## config.mk

```make
export PLATFORM = sky130hd
export DESIGN_NAME = l2_req_ctrl
export DESIGN_NICKNAME = d
export VERILOG_FILES = /design/src/rtl/l2_req_ctrl.sv
export SDC_FILE = /design/constraint.sdc
export NUM_CORES = 1
export LEC_CHECK = 0
export ABC_AREA = 1
export BUFFER_PORTS_ARGS = -buffer_cell sky130_fd_sc_hd__buf_2
export CORE_AREA = 2 2 127 129
export DETAILED_ROUTE_END_ITERATION = 10
export DIE_AREA = 0 0 129 131
export PLACE_DENSITY = 0.75
export SLEW_MARGIN = 20
export SYNTH_ARGS = -nofsm -noshare
export SYNTH_HDL_FRONTEND = slang
export SYNTH_SLANG_ARGS = --single-unit
```

## constraint.sdc

```tcl
create_clock -name CLK -period 7.5 [get_ports CLK]
set_clock_uncertainty 0.1 [all_clocks]
set_input_delay 1.5 -clock CLK [delete_from_list [all_inputs] [get_ports CLK]]
set_output_delay 1.5 -clock CLK [all_outputs]
set_load 0.01 [all_outputs]
```

## src/rtl/l2_req_ctrl.sv

```systemverilog
// Request/response front end for the single-port 64-bit L2 memory wrapper.
// Grants are throttled by free response-FIFO space so read data is never dropped.
module l2_req_ctrl #(
    parameter int MEM_ADDR_WIDTH = 15,
    parameter int ADDR_WIDTH     = 32,
    parameter int RESP_DEPTH     = 2
) (
    input  logic                      CLK,
    input  logic                      RSTN,
    input  logic                      req_i,
    output logic                      gnt_o,
    input  logic [ADDR_WIDTH-1:0]     add_i,
    input  logic                      wen_i,
    input  logic [63:0]               wdata_i,
    input  logic [7:0]                be_i,
    output logic                      r_valid_o,
    input  logic                      r_ready_i,
    output logic [63:0]               r_rdata_o,
    output logic                      r_opc_o,
    output logic                      r_err_o,
    output logic                      mem_cen_o,
    output logic                      mem_wen_o,
    output logic [MEM_ADDR_WIDTH-1:0] mem_a_o,
    output logic [63:0]               mem_d_o,
    output logic [7:0]                mem_be_o,
    input  logic [63:0]               mem_q_i
);

    localparam int PW = $clog2(RESP_DEPTH);
    localparam int CW = $clog2(RESP_DEPTH + 1);
    localparam int SW = CW + 1;

    typedef struct packed {
        logic [63:0] rdata;
        logic        opc;
        logic        err;
    } resp_t;

    logic          inflight_q, inflight_d;
    logic          is_read_q, is_read_d;
    logic          err_q, err_d;
    logic [CW-1:0] count_q, count_d;
    logic [PW-1:0] wr_ptr_q, wr_ptr_d;
    logic [PW-1:0] rd_ptr_q, rd_ptr_d;
    resp_t         fifo_q [RESP_DEPTH];

    logic          oor;
    logic          push;
    logic          pop;
    logic [SW-1:0] space;
    resp_t         push_entry;
    resp_t         head;

    function automatic logic [PW-1:0] ptr_inc(input logic [PW-1:0] p);
        return (p == PW'(RESP_DEPTH - 1)) ? '0 : p + PW'(1);
    endfunction

    assign oor  = |add_i[ADDR_WIDTH-1:MEM_ADDR_WIDTH+3];
    assign push = inflight_q;
    assign pop  = r_valid_o & r_ready_i;

    // Counting the in-flight slot and crediting a same-cycle pop keeps
    // count + inflight <= RESP_DEPTH while still allowing one grant per cycle.
    assign space = SW'(RESP_DEPTH) - SW'(count_q) - SW'(inflight_q) + SW'(pop);

    assign gnt_o     = RSTN & req_i & (space != '0);
    assign mem_cen_o = ~(gnt_o & ~oor);
    assign mem_wen_o = ~(gnt_o & ~oor & ~wen_i);
    assign mem_a_o   = add_i[MEM_ADDR_WIDTH+2:3];
    assign mem_d_o   = wdata_i;
    assign mem_be_o  = be_i;

    assign head      = fifo_q[rd_ptr_q];
    assign r_valid_o = (count_q != '0);
    assign r_rdata_o = head.rdata;
    assign r_opc_o   = head.opc;
    assign r_err_o   = head.err;

    always_comb begin
        inflight_d       = gnt_o;
        is_read_d        = is_read_q;
        err_d            = err_q;
        count_d          = count_q;
        wr_ptr_d         = wr_ptr_q;
        rd_ptr_d         = rd_ptr_q;
        push_entry.rdata = (is_read_q & ~err_q) ? mem_q_i : 64'h0;
        push_entry.opc   = is_read_q;
        push_entry.err   = err_q;

        if (gnt_o) begin
            is_read_d = wen_i;
            err_d     = oor;
        end
        if (push) begin
            wr_ptr_d = ptr_inc(wr_ptr_q);
        end
        if (pop) begin
            rd_ptr_d = ptr_inc(rd_ptr_q);
        end
        if (push && !pop) begin
            count_d = count_q + CW'(1);
        end else if (pop && !push) begin
            count_d = count_q - CW'(1);
        end
    end

    always_ff @(posedge CLK) begin
        if (!RSTN) begin
            inflight_q <= 1'b0;
            is_read_q  <= 1'b0;
            err_q      <= 1'b0;
            count_q    <= '0;
            wr_ptr_q   <= '0;
            rd_ptr_q   <= '0;
        end else begin
            inflight_q <= inflight_d;
            is_read_q  <= is_read_d;
            err_q      <= err_d;
            count_q    <= count_d;
            wr_ptr_q   <= wr_ptr_d;
            rd_ptr_q   <= rd_ptr_d;
        end
    end

    // Storage is left unreset; entries only become visible through count_q.
    always_ff @(posedge CLK) begin
        if (RSTN && push) begin
            fifo_q[wr_ptr_q] <= push_entry;
        end
    end

endmodule

```

==> results of run 1 <==
through the flow:
stage | total power (uW) | util | std cells
5_1_grt | 2500 | 0.477 | 807
4_1_cts | 2410 | 0.477 | 807
3_3_place_gp | 1620 | 0.443 | 776
2_1_floorplan | 1500 | - | 503
6_report | 2380 | 0.477 | 807
3_5_place_dp | 1640 | 0.443 | 776
metal layers:
layer	GRT usage	vias up
met1	0.153	1723
met4	0.0863	0
met2	0.266	213
li1	-	1728
met5	0.0176	-
met3	0.117	40
final cells by class:
| type | count | share of cell area |
|---|---|---|
| flip-flops and latches | 140 | 0.554 |
| multi-input cells | 186 | 0.191 |
| repair buffers | 157 | 0.107 |
| clock buffers | 20 | 0.0587 |
| inverters | 77 | 0.0388 |
| well taps | 216 | 0.0363 |
| clock inverters | 11 | 0.0138 |
cells by family (layout without fill, tap and decap cells):
| group | after synthesis | after routing |
|---|---|---|
| DFF | 140 | 140 |
| adders and majority gates | 3 | 3 |
| AOI/OAI and AO/OA | 6 | 6 |
| buffers and inverters | 177 | 265 |
| and+or+nand+nor | 110 | 110 |
| muxes | 66 | 66 |
| xor gates and xnor gates | 1 | 1 |
state kept, by name, summed over array words and instances, names as in the netlist, named ones only:
name,cells
fifo_q,132
rd_ptr_q,1
wr_ptr_q,1
inflight_q,1
count_q,2
err_q,1
is_read_q,1
where the power goes:
| part | internal, uW | total, uW | switching (uW) |
|---|---|---|---|
| Clock | 479 | 765 | 287 |
| Combinational | 295 | 631 | 336 |
| Sequential | 960 | 985 | 24.9 |
| Total | 1730 | 2380 | 648 |
worst reg2reg max path, stage by stage (launching register included):
cell     delay [ns]
dfxtp_1        0.43
nand2_1        0.14
nor2_4         0.67
buf_4          0.60
worst max-delay path by stage:
stage | to | cells past startpoint
floorplan | fifo_q[1][0] | 2
global placement | mem_wen_o | 9
detailed placement | mem_wen_o | 9
CTS | mem_wen_o | 9
global route | mem_wen_o | 9
finish | mem_wen_o | 9
placed cells by master (no fill, tap or decap), drive strengths merged:
cell type	count
o21ai	2
a21boi	1
xor2	1
nand2	17
dfxtp	8
buf	157
inv	77
clkbuf	20
mux2	66
edfxtp	132
nor3	1
clkinvlp	1
a21oi	3
nor2	86
nand3b	1
nand3	4
fa	1
nand4	1
bufinv	2
ha	2
clkinv	8
==> flow_summary.json, run 1 <==
{
  "status": "finished, final reports clean",
  "synth-simple-area-share": 0.0648,
  "seqCellArea_um2": 4130,
  "whs_path_depth": 2,
  "synthTopCellsByCount": "132 x edfxtp_1, 87 x buf_4, 86 x nor2_1, 77 x inv_1, 40 x mux2_4",
  "post-dp-hpwl_um": 10600,
  "finalSetupViolations": 0,
  "worstSetupStartpoint": "r_ready_i",
  "top_layer": "met4",
  "rrSetupSlack_ns": 5.17,
  "htree_levels": 4,
  "criticalPathCategory": "primary input to output port",
  "synth_top_family_by_area": "buffers and inverters",
  "r2r_cells": 3,
  "finalHoldViolations": 0,
  "min_from": "wr_ptr_q",
  "syn2layout_area_growth_pct": 13.4,
  "ys_ff_latch": 140,
  "multi_input_area_um2": 1420,
  "drive_above_1_share": 0.425,
  "wirelength_um": 14300,
  "num_io_pins": 330,
  "synth_cell_types": 20,
  "start_util": 0.421,
  "cts_buffer_depth": 2,
  "first_pass_iters": 4,
  "dieArea_um2": 16900,
  "std_cell_rows": 46,
  "synthesis.nets": 679,
  "synth_top_area_cell": "edfxtp_1",
  "num_antenna_cells": 0,
  "synth_cells": 503,
  "track_usage": 0.164,
  "worstPathArrival_ns": 2.96,
  "ir_worst_vdd_v": 0.000160,
  "ys_seq_area_frac": 0.628,
  "final_nets": 755,
  "synth_area_leaders": "edfxtp_1 60%, buf_4 9.9%, mux2_4 9.1%",
  "hold-path-endpoint": "wr_ptr_q",
  "drc": 0,
  "drv_slew": 0,
  "setup_slack_ns": 2.94,
  "gp_congestion": 0.802,
  "placed_area_um2": 6910,
  "post-cts-setup-buffers": 0,
  "tritoncts": "done",
  "yosys_warnings": 0,
  "met1_length_um": 4800,
  "ys.flop_type": "edfxtp_1",
  "synth_edf_count": 132,
  "min_path_type": "flop to flop",
  "vias": 3704,
  "grt_pass1_vias": 3584,
  "die_h_um": 131,
  "die_x_um": 129,
  "numCtsBuffers": 17,
  "r2r-start": "inflight_q",
  "vias_per_cell": 4.59,
  "cp_cell_sequence": "buf_2 -> nand2_1 -> fa_1 -> ha_1 -> nand3_1 -> nand2_1 -> inv_1 -> nand4_1 -> buf_2",
  "detailroute.wirelength.met3_um": 2080,
  "dp_worst_setup_slack_ns": 2.92,
  "synth_top_cell_area_share": 0.604,
  "cts_num_sinks": 140,
  "worst_slew_pin_slew_ns": 1.10,
  "synth_area_um2": 6570,
  "cts_hold_buf": 0,
  "worstSetupStartpointType": "primary input",
  "wl_met2_um": 7060,
  "fmax_mhz": 219,
  "p_per_area_nw_per_um2": 320,
  "layout_min_cycle_time_ns": 4.56,
  "slowest_delay_ns": 0.39,
  "path_clk_slew_ns": 0.06,
  "final_area_um2": 7440,
  "post_cts_resized": 0,
  "drt-wirelength-per-cell_um": 17.8,
  "core-area_um2": 15600,
  "synth-compound-area-share": 0.00495,
  "timing.rr.end": "fifo_q[0][37]",
  "slew_headroom": 0.268,
  "crit_buf_inv": 3,
  "grt_setup_unrepaired": "false",
  "grt_max_degree": 67,
  "numPortBuffers": 152,
  "fillers": 1402,
  "period_share": 0.608,
  "grt_pass1_wl_um": 19700,
  "grt.overflow.total": 0,
  "clk_latency_ns": 0.41,
  "avgSynthCellArea_um2": 13.1,
  "detail-route-antenna-nets": 0,
  "async_flop_share": 0,
  "setup-tns-final_ns": 0,
  "crit_family": "adder cells",
  "p_leak_uw": 0.00322,
  "initialDrtViolationCount": 268,
  "grt_antenna_before_repair": 0,
  "yosys.cell_count.top_type": "edfxtp_1",
  "muxShareOfSynthArea": 0.136,
  "worstPathRequired_ns": 5.90,
  "cts_root_buffer": "clkbuf_16",
  "whs_ns": 0.374,
  "synth-xor-area-share": 0.00133,
  "crit_fanout": 5,
  "end_kind": "output port",
  "max-cap-violations": 0,
  "synthAdderAreaFrac": 0.00686,
  "cp_slowest_cell": "fa_1"
}
(Power assumes the default switching activity.)
==> run 2: changes to the inputs <==
Clock period 7.5 ns to 4.65 ns, I/O delays scaled along.
==> flow_summary.json, run 2 (same netlist as run 1, synthesis figures left out) <==
{
  "path_clk_slew_ns": 0.06,
  "grt_pass1_vias": 3698,
  "stdcell_count": 808,
  "initialDrtViolationCount": 248,
  "seqPwrFrac": 0.423,
  "p_int_uw": 2870,
  "dp.cells": 776,
  "vias": 3732,
  "wirelength_um": 15400,
  "post-dp-hpwl_um": 11400,
  "syn2layout_area_growth_pct": 14.6,
  "post-cts-setup-buffers": 0,
  "drive_above_1_share": 0.432,
  "tritoncts": "done",
  "clock_power_share": 0.341,
  "cts_root_buffer": "clkbuf_16",
  "clk_latency_ns": 0.41,
  "grt.overflow.total": 0,
  "dieArea_um2": 16900,
  "num_antenna_cells": 0,
  "period_share": 0.733,
  "reg_top3": "fifo_q (132), count_q (2)",
  "layout_min_cycle_time_ns": 3.41,
  "final_nets": 755,
  "first_pass_iters": 4,
  "r2r_cells": 9,
  "cts_hold_buf": 0,
  "start_util": 0.421,
  "combPwrFrac": 0.237,
  "largest_reg_flops": 132,
  "drt-wirelength-per-cell_um": 19.1,
  "slew_headroom": 0.360,
  "htree_levels": 4,
  "track_usage": 0.177,
  "vias_per_cell": 4.62,
  "crit_fanout": 5,
  "seqCellArea_um2": 4130,
  "cts_buffer_depth": 2,
  "num_io_pins": 330,
  "core-area_um2": 15600,
  "detail-route-antenna-nets": 0,
  "max-cap-violations": 0,
  "finalSetupViolations": 0,
  "sw_frac_of_total": 0.278,
  "min_path_type": "flop to flop",
  "multi_input_area_um2": 1430,
  "switchingPower_uw": 1110,
  "grt_setup_unrepaired": "false",
  "worstPathRequired_ns": 3.62,
  "ir_worst_vdd_v": 0.000269,
  "end_kind": "output port",
  "numPortBuffers": 152,
  "finalHoldViolations": 0,
  "grt_pass1_wl_um": 21400,
  "final_common_cell": "buf_2",
  "post_cts_resized": 0,
  "std_cell_rows": 46,
  "criticalPathCategory": "primary input to output port",
  "p_leak_uw": 0.00325,
  "regMostFlops": "fifo_q",
  "fmax_mhz": 293,
  "status": "finished, final reports clean",
  "worst_slew_pin_slew_ns": 0.960,
  "worstSetupStartpointType": "primary input",
  "numCtsBuffers": 17,
  "drc": 0,
  "cts_num_sinks": 140,
  "worstPathArrival_ns": 2.38,
  "drv_slew": 0,
  "p_per_area_nw_per_um2": 529,
  "setup-tns-final_ns": 0,
  "grt_max_degree": 58,
  "final_cell_mix": "152 x buf_2, 132 x edfxtp_1, 85 x nor2_1",
  "fillers": 1339,
  "gp_congestion": 0.827,
  "whs_path_depth": 2,
  "grt_antenna_before_repair": 0,
  "die_x_um": 129,
  "die_h_um": 131
}
run 2: path summary, 6_finish.rpt:
check	from	endpoint	slack, ns
hold / removal	wr_ptr_q	wr_ptr_q	0.37
hold reg to reg	wr_ptr_q	wr_ptr_q	0.37
setup / recovery	r_ready_i	mem_wen_o	1.24
setup reg to reg	count_q[0]	err_q	2.66
run 2: per-layer routing:
layer | global-route usage | vias up | routed length, um
li1 | - | 1727 | -
met1 | 0.169 | 1776 | 5110
met2 | 0.308 | 188 | 8060
met3 | 0.106 | 39 | 1810
met4 | 0.0691 | 2 | 398
met5 | 0.0206 | - | 45
run 2: metrics by stage:
stage,hold WS (ns),worst slack (ns),utilization,area (um^2),power [uW]
3_3_place_gp,0.352,1.28,0.444,6920,2630
6_report,0.374,1.24,0.482,7520,3980
2_1_floorplan,0.344,0.278,-,6570,2410
4_1_cts,0.374,1.25,0.482,7520,4030
3_5_place_dp,0.366,1.26,0.444,6920,2660
5_1_grt,0.388,1.11,0.482,7520,4160
run 2: cell type report:
type	instances	share of cell area
Inverter	77	0.0384
Multi-Input combinational cell	186	0.190
Tap cell	216	0.0359
Sequential cell	140	0.549
Timing Repair Buffer	157	0.108
Clock buffer	19	0.0575
Clock inverter	13	0.0221
run 2: power groups by stage:
stage               Combinational [uW]  Clock, uW  Sequential, uW
floorplan                          802          0            1610
global placement                   923          0            1700
detailed placement                 950          0            1710
CTS                                955       1380            1690
global route                      1020       1440            1700
finish                             942       1350            1680
run 2: critical path: stages:
cell     delay, ns
buf_2         0.08
nand2_1       0.10
fa_1          0.38
ha_1          0.29
nand3_1       0.10
nand2_1       0.12
inv_1         0.13
nand4_1       0.09
buf_2         0.15
==> run 3: changes to the inputs <==
Clock period 4.65 ns to 3.3 ns, I/O delays scaled along.
==> flow_summary.json, run 3 (same netlist as run 1, synthesis figures left out) <==
{
  "final_common_cell": "buf_2",
  "crit_fanout": 5,
  "max-cap-violations": 0,
  "p_per_area_nw_per_um2": 754,
  "track_usage": 0.169,
  "cts_num_sinks": 140,
  "start_util": 0.421,
  "post_cts_resized": 0,
  "worstSetupStartpointType": "flop",
  "dp.cells": 777,
  "final_nets": 756,
  "fmax_mhz": 326,
  "worst_slew_pin_slew_ns": 0.523,
  "final_cell_mix": "152 x buf_2, 132 x edfxtp_1, 85 x nor2_1",
  "seqCellArea_um2": 4130,
  "layout_min_cycle_time_ns": 3.06,
  "drv_slew": 0,
  "std_cell_rows": 46,
  "tritoncts": "done",
  "cts_buffer_depth": 2,
  "drt-wirelength-per-cell_um": 18.3,
  "post-cts-setup-buffers": 0,
  "drive_above_1_share": 0.436,
  "fillers": 1351,
  "die_x_um": 129,
  "stdcell_count": 808,
  "r2r-start": "count_q[0]",
  "grt_pass1_vias": 3764,
  "grt_pass1_wl_um": 20600,
  "regMostFlops": "fifo_q",
  "status": "finished, final reports clean",
  "grt.overflow.total": 0,
  "ir_worst_vdd_v": 0.000350,
  "min_from": "wr_ptr_q",
  "num_io_pins": 330,
  "post-dp-hpwl_um": 10800,
  "path_clk_slew_ns": 0.06,
  "dieArea_um2": 16900,
  "htree_levels": 4,
  "numPortBuffers": 152,
  "largest_reg_flops": 132,
  "detail-route-antenna-nets": 0,
  "wirelength_um": 14800,
  "initialDrtViolationCount": 224,
  "first_pass_iters": 4,
  "cts_root_buffer": "clkbuf_16",
  "timing.rr.end": "err_q",
  "vias": 3741,
  "core-area_um2": 15600,
  "period_share": 0.928,
  "rrSetupSlack_ns": 1.38,
  "syn2layout_area_growth_pct": 15.5,
  "numCtsBuffers": 17,
  "clk_latency_ns": 0.41,
  "end_kind": "output port",
  "p_leak_uw": 0.00328,
  "reg_top3": "fifo_q (132), count_q (2)",
  "grt_max_degree": 67,
  "slew_headroom": 0.650,
  "die_h_um": 131,
  "worstPathArrival_ns": 2.30,
  "vias_per_cell": 4.63,
  "r2r_cells": 9,
  "grt_antenna_before_repair": 0,
  "drc": 0,
  "criticalPathCategory": "flop to output port",
  "whs_path_depth": 2,
  "hold-path-endpoint": "wr_ptr_q",
  "worstPathRequired_ns": 2.54,
  "cts_hold_buf": 0,
  "setup-tns-final_ns": 0,
  "num_antenna_cells": 0,
  "gp_congestion": 0.781,
  "grt_setup_unrepaired": "false",
  "multi_input_area_um2": 1430,
  "finalHoldViolations": 0,
  "min_path_type": "flop to flop",
  "finalSetupViolations": 0
}
[run 3: cell types whose count changed in the layout (fill, tap and decap cells not counted), moves of 2 or more]
cell / delta
bufinv_16: +2
clkinv_2: +3
clkinv_4: -2
buf_12: +2
inv_6: -2
[run 3: worst max path at each step]
stage               start            to  slack [ns]  cells past startpoint
5_1_grt        count_q[0]     mem_wen_o        0.03                     10
3_3_place_gp    r_ready_i     mem_wen_o        0.44                      9
4_1_cts        count_q[0]     mem_wen_o        0.16                     10
3_5_place_dp    r_ready_i     mem_wen_o        0.43                      9
2_1_floorplan        RSTN  fifo_q[0][0]        0.28                      2
6_report       count_q[0]     mem_wen_o        0.24                     10
[run 3: routing by layer]
metal	GRT usage	wire (um)	vias to the layer above
met3	0.132	2260	32
met1	0.148	4690	1775
met2	0.284	7510	210
met5	0.0206	0	-
li1	-	-	1724
met4	0.0716	362	0
[run 3: per-stage QoR]
stage / power, uW / util / setup WS (ns) / hold WS (ns) / instance area [um^2]
final: 5720 / 0.486 / 0.237 / 0.381 / 7590
after global routing: 5970 / 0.486 / 0.0332 / 0.402 / 7590
after CTS: 5790 / 0.486 / 0.164 / 0.376 / 7580
after detailed placement: 3770 / 0.446 / 0.430 / 0.368 / 6960
after global placement: 3720 / 0.446 / 0.441 / 0.353 / 6960
after floorplan: 3400 / - / 0.282 / 0.345 / 6580
[run 3: worst max-delay path, cell delays in order, from the launching register on]
cell and delay (ns):
dfxtp_2 0.35, inv_1 0.07, nand2_1 0.08, nand2_1 0.11, fa_1 0.40, ha_1 0.29
nand3_1 0.10, nand2_1 0.11, inv_1 0.12, nand4_1 0.10, buf_2 0.16
[run 3: power breakdown]
group | internal (uW) | switching, uW | leakage [uW]
clock | 1330 | 673 | 0.000307
combinational | 688 | 733 | 0.00168
sequential | 2180 | 111 | 0.00130
[run 3: final cells by class]
type                    instances  area share
inverters                      77      0.0381
multi-input cells             186       0.188
repair buffers                158       0.111
well taps                     216      0.0356
clock inverters                13      0.0262
flip-flops and latches        140       0.544
clock buffers                  18      0.0566
